## config.mk

```make
export PLATFORM = sky130hd
export DESIGN_NAME = ram_access_arbiter
export DESIGN_NICKNAME = d
export VERILOG_FILES = /design/src/rtl/ram_access_arbiter.sv
export SDC_FILE = /design/constraint.sdc
export NUM_CORES = 1
export LEC_CHECK = 0
export CORE_MARGIN = 1
export CORE_UTILIZATION = 43
export CTS_BUF_LIST = sky130_fd_sc_hd__clkbuf_4 sky130_fd_sc_hd__clkbuf_8
export DETAILED_ROUTE_END_ITERATION = 6
export PLACE_DENSITY = 0.89
export SETUP_SLACK_MARGIN = 0.3
export SLEW_MARGIN = 20
export SYNTH_ARGS = -nofsm -noshare
export SYNTH_HDL_FRONTEND = slang
export SYNTH_SLANG_ARGS = --single-unit
```

## constraint.sdc

```tcl
create_clock -name clk -period 5 [get_ports clk]
set_clock_uncertainty 0.2 [all_clocks]
set_input_delay 0.75 -clock clk [delete_from_list [all_inputs] [get_ports clk]]
set_output_delay 0.75 -clock clk [all_outputs]
set_load 0.01 [all_outputs]
```

## src/rtl/ram_access_arbiter.sv

```systemverilog
// ram_access_arbiter: shares the single-port system RAM between the CPU
// (fixed priority) and a host bridge (savestate / debug). A host access
// is captured and then waits for a CPU-idle cycle. After that it owns the
// RAM for one ISSUE cycle. Its read data is captured one cycle later.
// Optional build macro RAM_ARB_STARVE_EN adds a starvation counter. The
// counter raises cpu_stall so that the host always makes progress.
module ram_access_arbiter #(
   parameter int unsigned ADDR_W       = 7,
   parameter int unsigned DATA_W       = 4,
   parameter int unsigned STARVE_LIMIT = 8
) (
   input  logic              clk,
   input  logic              reset_n,
   input  logic              cpu_en,
   input  logic [ADDR_W-1:0] cpu_addr,
   input  logic              cpu_wren,
   input  logic [DATA_W-1:0] cpu_data,
   output logic [DATA_W-1:0] cpu_q,
   output logic              cpu_stall,
   input  logic              host_req,
   input  logic              host_wren,
   input  logic [ADDR_W-1:0] host_addr,
   input  logic [DATA_W-1:0] host_data,
   output logic              host_ack,
   output logic [DATA_W-1:0] host_q,
   output logic              busy,
   output logic [ADDR_W-1:0] ram_addr,
   output logic              ram_wren,
   output logic [DATA_W-1:0] ram_data,
   input  logic [DATA_W-1:0] ram_q
);

   typedef enum logic [1:0] {
      IDLE    = 2'd0,
      PENDING = 2'd1,
      ISSUE   = 2'd2,
      CAPTURE = 2'd3
   } state_t;

   state_t            state_q;
   state_t            state_d;
   logic [ADDR_W-1:0] cap_addr_q;
   logic [DATA_W-1:0] cap_data_q;
   logic              cap_wren_q;
   logic              host_own;

`ifdef RAM_ARB_STARVE_EN
   localparam int unsigned CNT_W = 8;

   logic [CNT_W-1:0] starve_cnt_q;
   logic             stall_q;

   // Count blocked PENDING cycles. Stall the CPU when the limit is reached.
   // Both are released at ISSUE.
   always_ff @(posedge clk or negedge reset_n) begin
      if (!reset_n) begin
         starve_cnt_q <= '0;
         stall_q      <= 1'b0;
      end else if (state_q == ISSUE) begin
         starve_cnt_q <= '0;
         stall_q      <= 1'b0;
      end else if (state_q == PENDING && cpu_en && !stall_q) begin
         if (starve_cnt_q != '1) begin
            starve_cnt_q <= starve_cnt_q + CNT_W'(1);
         end
         if (starve_cnt_q >= CNT_W'(STARVE_LIMIT - 1)) begin
            stall_q <= 1'b1;
         end
      end
   end

   assign cpu_stall = stall_q;
`else
   // The starvation limit has no effect in this build.
   logic unused_starve_limit;
   assign unused_starve_limit = (STARVE_LIMIT == 0);
   assign cpu_stall           = 1'b0;
`endif

   // State register
   always_ff @(posedge clk or negedge reset_n) begin
      if (!reset_n) begin
         state_q <= IDLE;
      end else begin
         state_q <= state_d;
      end
   end

   // Next-state logic: the CPU keeps the RAM until it idles or is stalled
   always_comb begin
      state_d = state_q;
      case (state_q)
         IDLE:    if (host_req) state_d = PENDING;
         PENDING: if (!cpu_en || cpu_stall) state_d = ISSUE;
         ISSUE:   state_d = CAPTURE;
         CAPTURE: state_d = IDLE;
         default: state_d = IDLE;
      endcase
   end

   // Latch the host request at accept; later host input changes are ignored
   always_ff @(posedge clk or negedge reset_n) begin
      if (!reset_n) begin
         cap_addr_q <= '0;
         cap_data_q <= '0;
         cap_wren_q <= 1'b0;
      end else if (state_q == IDLE && host_req) begin
         cap_addr_q <= host_addr;
         cap_data_q <= host_data;
         cap_wren_q <= host_wren;
      end
   end

   // Host completion: pulse ack, update read data (writes leave host_q alone)
   always_ff @(posedge clk or negedge reset_n) begin
      if (!reset_n) begin
         host_ack <= 1'b0;
         host_q   <= '0;
      end else begin
         host_ack <= (state_q == CAPTURE);
         if (state_q == CAPTURE && !cap_wren_q) begin
            host_q <= ram_q;
         end
      end
   end

   // RAM port mux: the host owns the RAM only during ISSUE
   assign host_own = (state_q == ISSUE);
   assign ram_addr = host_own ? cap_addr_q : cpu_addr;
   assign ram_data = host_own ? cap_data_q : cpu_data;
   assign ram_wren = host_own ? cap_wren_q : (cpu_en & cpu_wren);

   assign cpu_q = ram_q;
   assign busy  = (state_q != IDLE);

endmodule

```

# [Word level (Yosys, flattened, before mapping)]
# Cells that the tools add are included.
[word_totals] memories=0 latch_bits=0 wordCells=24 ramBits=0 output_inout_bits=23 in_bits=32 register_bits=19 romBits=0
[classes] n_bitwise=1 n_mux=6 n_addsub=0 div=0 mul=0 magnitude_cmp=0 reduce_logical=6 n_eq_ne=5 shifts=0
[ops] cell="$pmux W2 S4" n=1
[ops] cell="$mux W7" n=1
[ops] cell="$eq A2 B2 Y1 const B" n=2
[ops] cell="$mux W2" n=2
[ops] cell="$mux W4" n=1
[ops] cell="$ne A2 B2 Y1 const B" n=2
[ops] cell="$eq A2 B1 Y1 const B" n=1
[ops] cell="$logic_and A1 B1 Y1" n=2
[ops] cell="$logic_not A2 Y1" n=1
[ops] cell="$reduce_and A2 Y1" n=1
[ops] cell="$reduce_bool A2 Y1" n=1
[ops] cell="$and A1 B1 Y1" n=1
[ops] cell="$logic_not A1 Y1" n=1
[ops] cell="$mux W1" n=1

# [Depth between registers and ports, before layout]
[logic_depth] word_depth=3 depth_mapped=5 depth_no_buf=5

# [Least setup slack after synthesis]
# Ideal clock, no wire load.
[synth_timing] path_type="register -> output" from="register state_q[0]" to="output port ram_addr[0]" path_stages_with_launch=5 arrival_ns=1.273 slack_ns=2.777 n_path_buf=1 cell_sequence="dfrtp_1 -> inv_1 -> ha_1 -> buf_4 -> mux2_2"
[synth_via] elab_chain_len=2
[synth_lines] element="start, declared" line="40" rtl="state_t state_q;"
[synth_lines] element="start signal, assigned" line="85" rtl="state_q <= state_d;"
[synth_lines] element="$eq A2 B2 Y1" line="128" rtl="assign host_own = (state_q == ISSUE);"
[synth_lines] element="$mux W7" line="129" rtl="assign ram_addr = host_own ? cap_addr_q : cpu_addr;"
[synth_lines] element="end, declared" line="27" rtl="output logic [ADDR_W-1:0] ram_addr,"
# No other way between the ends.

# [Worst setup path after layout]
[layout_timing] from="register state_q[0]" to="output port ram_addr[2]"
# Same word-level chain as after synthesis.

==> insert_results.sql <==
INSERT INTO impl_metrics (metric_group, metric, value, unit) VALUES
('outcome', 'run_status', 'finished, final reports clean', ''),
('route', 'drt_iter0_markers', '3', ''),
('floorplanning', 'die-height', '50.8', 'um'),
('worst_setup_path', 'type_of_destination_of_the_critical_path', 'output port', ''),
('placed_design', 'dpl.cell_count', '145', ''),
('logic_synthesis', 'synth.net_count', '108', ''),
('timing', 'highest_clock_frequency_the_design_can_meet', '308', 'MHz'),
('route', 'routed_via_density', '4.87', ''),
('clocking', 'htree_num_levels', '1', ''),
('timing', 'max_slew_margin', '44.9', '%'),
('clocking', 'path_clk_slew', '0.11', 'ns'),
('logic_synthesis', 'syn_inst', '71', ''),
('clocking', 'cts_post_setup_buffers_inserted', '0', ''),
('worst_setup_path', 'worstSetupPathType', 'flip-flop to output port', ''),
('placed_design', 'number_of_i_o_port_buffers', '53', ''),
('grt', 'globalRoute.totalOverflow', '0', ''),
('timing', 'worst_hold_slack_across_all_endpoints', '0.312', 'ns'),
('logic_synthesis', 'synth.area.top_cells', 'dfrtp_1 (47%), mux2_2 (19%), mux2_4 (16%)', ''),
('grt', 'grt_pass1_wl', '3480', 'um'),
('logic_synthesis', 'ys_dominant_reg_cell', 'dfrtp_1', ''),
('worst_setup_path', 'path_cells', 'inv_1 > ha_1 > mux2_2 > clkdlybuf4s50_1', ''),
('timing', 'report.final.setup_viol', '0', ''),
('cells_and_area', 'insertedDiodeCount', '0', ''),
('timing', 'final_max_slew_viol_count', '0', ''),
('worst_setup_path', 'max_incr_delay_on_cp', '0.56', 'ns'),
('worst_setup_path', 'cp_top_family', 'buffers and inverters', ''),
('timing', 'tightestPinTransition', '0.823', 'ns'),
('floorplanning', 'rows', '17', ''),
('worst_hold_path', 'hold_path_startpoint', 'host_q[2]', ''),
('grt', 'gr-usage-all-layers', '19.3', '%'),
('grt', 'antenna_found_initial', '0', ''),
('cells_and_area', 'fillCellCount', '175', ''),
('cells_and_area', 'layout-drive-gt1-share', '28.9', '%'),
('route', 'drt_pre_antenna_iters', '3', ''),
('grt', 'grt_max_degree', '20', ''),
('logic_synthesis', 'synthMostInstantiatedCell', 'dfrtp_1', ''),
('clocking', 'cts_tree', 'built', ''),
('floorplanning', 'fp.dieW', '50.8', 'um'),
('cells_and_area', 'area_growth_syn_to_layout', '52.8', '%'),
('grt', 'number_of_global_route_vias_before_repair', '746', ''),
('worst_setup_path', 'setup.reg_to_reg.worst_slack', '3.26', 'ns'),
('route', 'dr_total_vias', '725', ''),
('worst_hold_path', 'whs_path_depth', '1', ''),
('worst_setup_path', 'r2r_cells', '4', ''),
('timing', 'worst_slack', '1.75', 'ns'),
('logic_synthesis', 'synth.cell_area', '1020', 'sq um'),
('logic_synthesis', 'share_of_flip_flops_with_an_asynchronous_set_or_reset_after_synthesis', '100', '%'),
('route', 'routed_len_inst', '14.9', 'um'),
('timing', 'grt_setup_unrepaired', 'false', ''),
('logic_synthesis', 'synth.ff_latch_count', '19', ''),
('placed_design', 'dpl.hpwl', '1760', 'um'),
('floorplanning', 'initial_util', '45.8', '%'),
('pwr', 'power_per_cell_area', '543', 'nW/um^2'),
('worst_hold_path', 'min_to', 'host_q[2]', ''),
('worst_setup_path', 'worst_path_max_delay_cell', 'ha_1', ''),
('timing', 'min_period_over_period', '64.9', '%'),
('cells_and_area', 'final_util', '69.9', '%'),
('logic_synthesis', 'synthDistinctLibCells', '15', ''),
('route', 'route.detailed.drc', '0', ''),
('route', 'postRouteAntennaNets', '0', ''),
('worst_setup_path', 'critPathArrivalTime', '2.30', 'ns'),
('job', 'drv_cap', '0', ''),
('worst_setup_path', 'worstReg2RegStart', 'state_q[0]', ''),
('cells_and_area', 'instances_no_fill', '149', ''),
('floorplanning', 'design.die.area', '2580', 'sq um'),
('logic_synthesis', 'synth_area_leader_cell', 'dfrtp_1', ''),
('logic_synthesis', 'ys_seq_area_share', '46.5', '%'),
('clocking', 'clk_path_buf_depth', '2', ''),
('clocking', 'root_buffer', 'clkbuf_4', ''),
('pwr', 'power.leakage', '0.696', 'nW'),
('pwr', 'irDropWorstVdd', '0.000343', 'V');
-- flip-flops by register name, summed over array words and instances, names as in the netlist --
signal and cells:
host_q 4, cap_wren_q 1, cap_data_q 4, host_ack 1
cap_addr_q 7, state_q 2
-- stage by stage --
stage | cell area, sq um | power (mW)
2_1_floorplan | 1020 | 0.573
3_3_place_gp | 1530 | 0.751
3_5_place_dp | 1530 | 0.771
4_1_cts | 1560 | 0.858
5_1_grt | 1560 | 0.901
6_report | 1560 | 0.848
-- how the worst max path moves through the flow --
stage                             end        from  slack (ns)
after floorplan           ram_addr[0]  state_q[0]        2.78
after global placement       ram_wren      cpu_en        2.06
after detailed placement     ram_wren      cpu_en        2.03
after CTS                 ram_addr[2]  state_q[0]        1.75
after global routing      ram_addr[6]  state_q[0]        1.61
final                     ram_addr[2]  state_q[0]        1.75
-- cells by family after synthesis --
family                     synth area share, %
muxes                                     35.9
DFF                                       46.5
buffers and inverters                     6.61
adders and majority gates                 6.12
and+or+nand+nor                           2.57
AOI/OAI and AO/OA                         1.96
other                                    0.367
-- cells in the final DEF (no fill, tap or decap), types with 2 or more instances in the layout --
master	count
nand2_1	2
mux2_4	11
clkdlybuf4s50_1	53
clkbuf_4	4
inv_1	3
dfrtp_1	19
ha_1	5
mux2_2	17
-- worst reg2reg max path: stages, from the launching register on --
cell and delay, ns:
dfrtp_1 0.40, inv_1 0.10, ha_1 0.24, nand2_2 0.32, mux2_2 0.39
-- report_power, final --
group / switching [mW] / total (mW) / internal [mW] / leakage [nW]
clock: 0.0449 / 0.0814 / 0.0364 / 0.0184
combinational: 0.173 / 0.486 / 0.314 / 0.452
sequential: 0.0462 / 0.280 / 0.234 / 0.226
total: 0.264 / 0.848 / 0.584 / 0.696
-- layer usage --
metal	part of all wire, %	vias up	GRT usage [%]	wire, um
met4	1.3	0	11.1	29
met5	0	-	0	0
met1	42	355	21.8	927
met2	53	30	34.2	1190
li1	-	338	-	-
met3	3.7	2	3.03	82
-- final cells by class --
type / instances / area (sq um) / share of cell area, %
repair buffers: 53 / 531 / 34.0
inverters: 3 / 11.3 / 0.721
clock buffers: 4 / 30.0 / 1.92
flip-flops and latches: 19 / 475 / 30.4
well taps: 28 / 35.0 / 2.24
multi-input cells: 42 / 479 / 30.7
No activity file was read; power rests on OpenSTA's default activity.
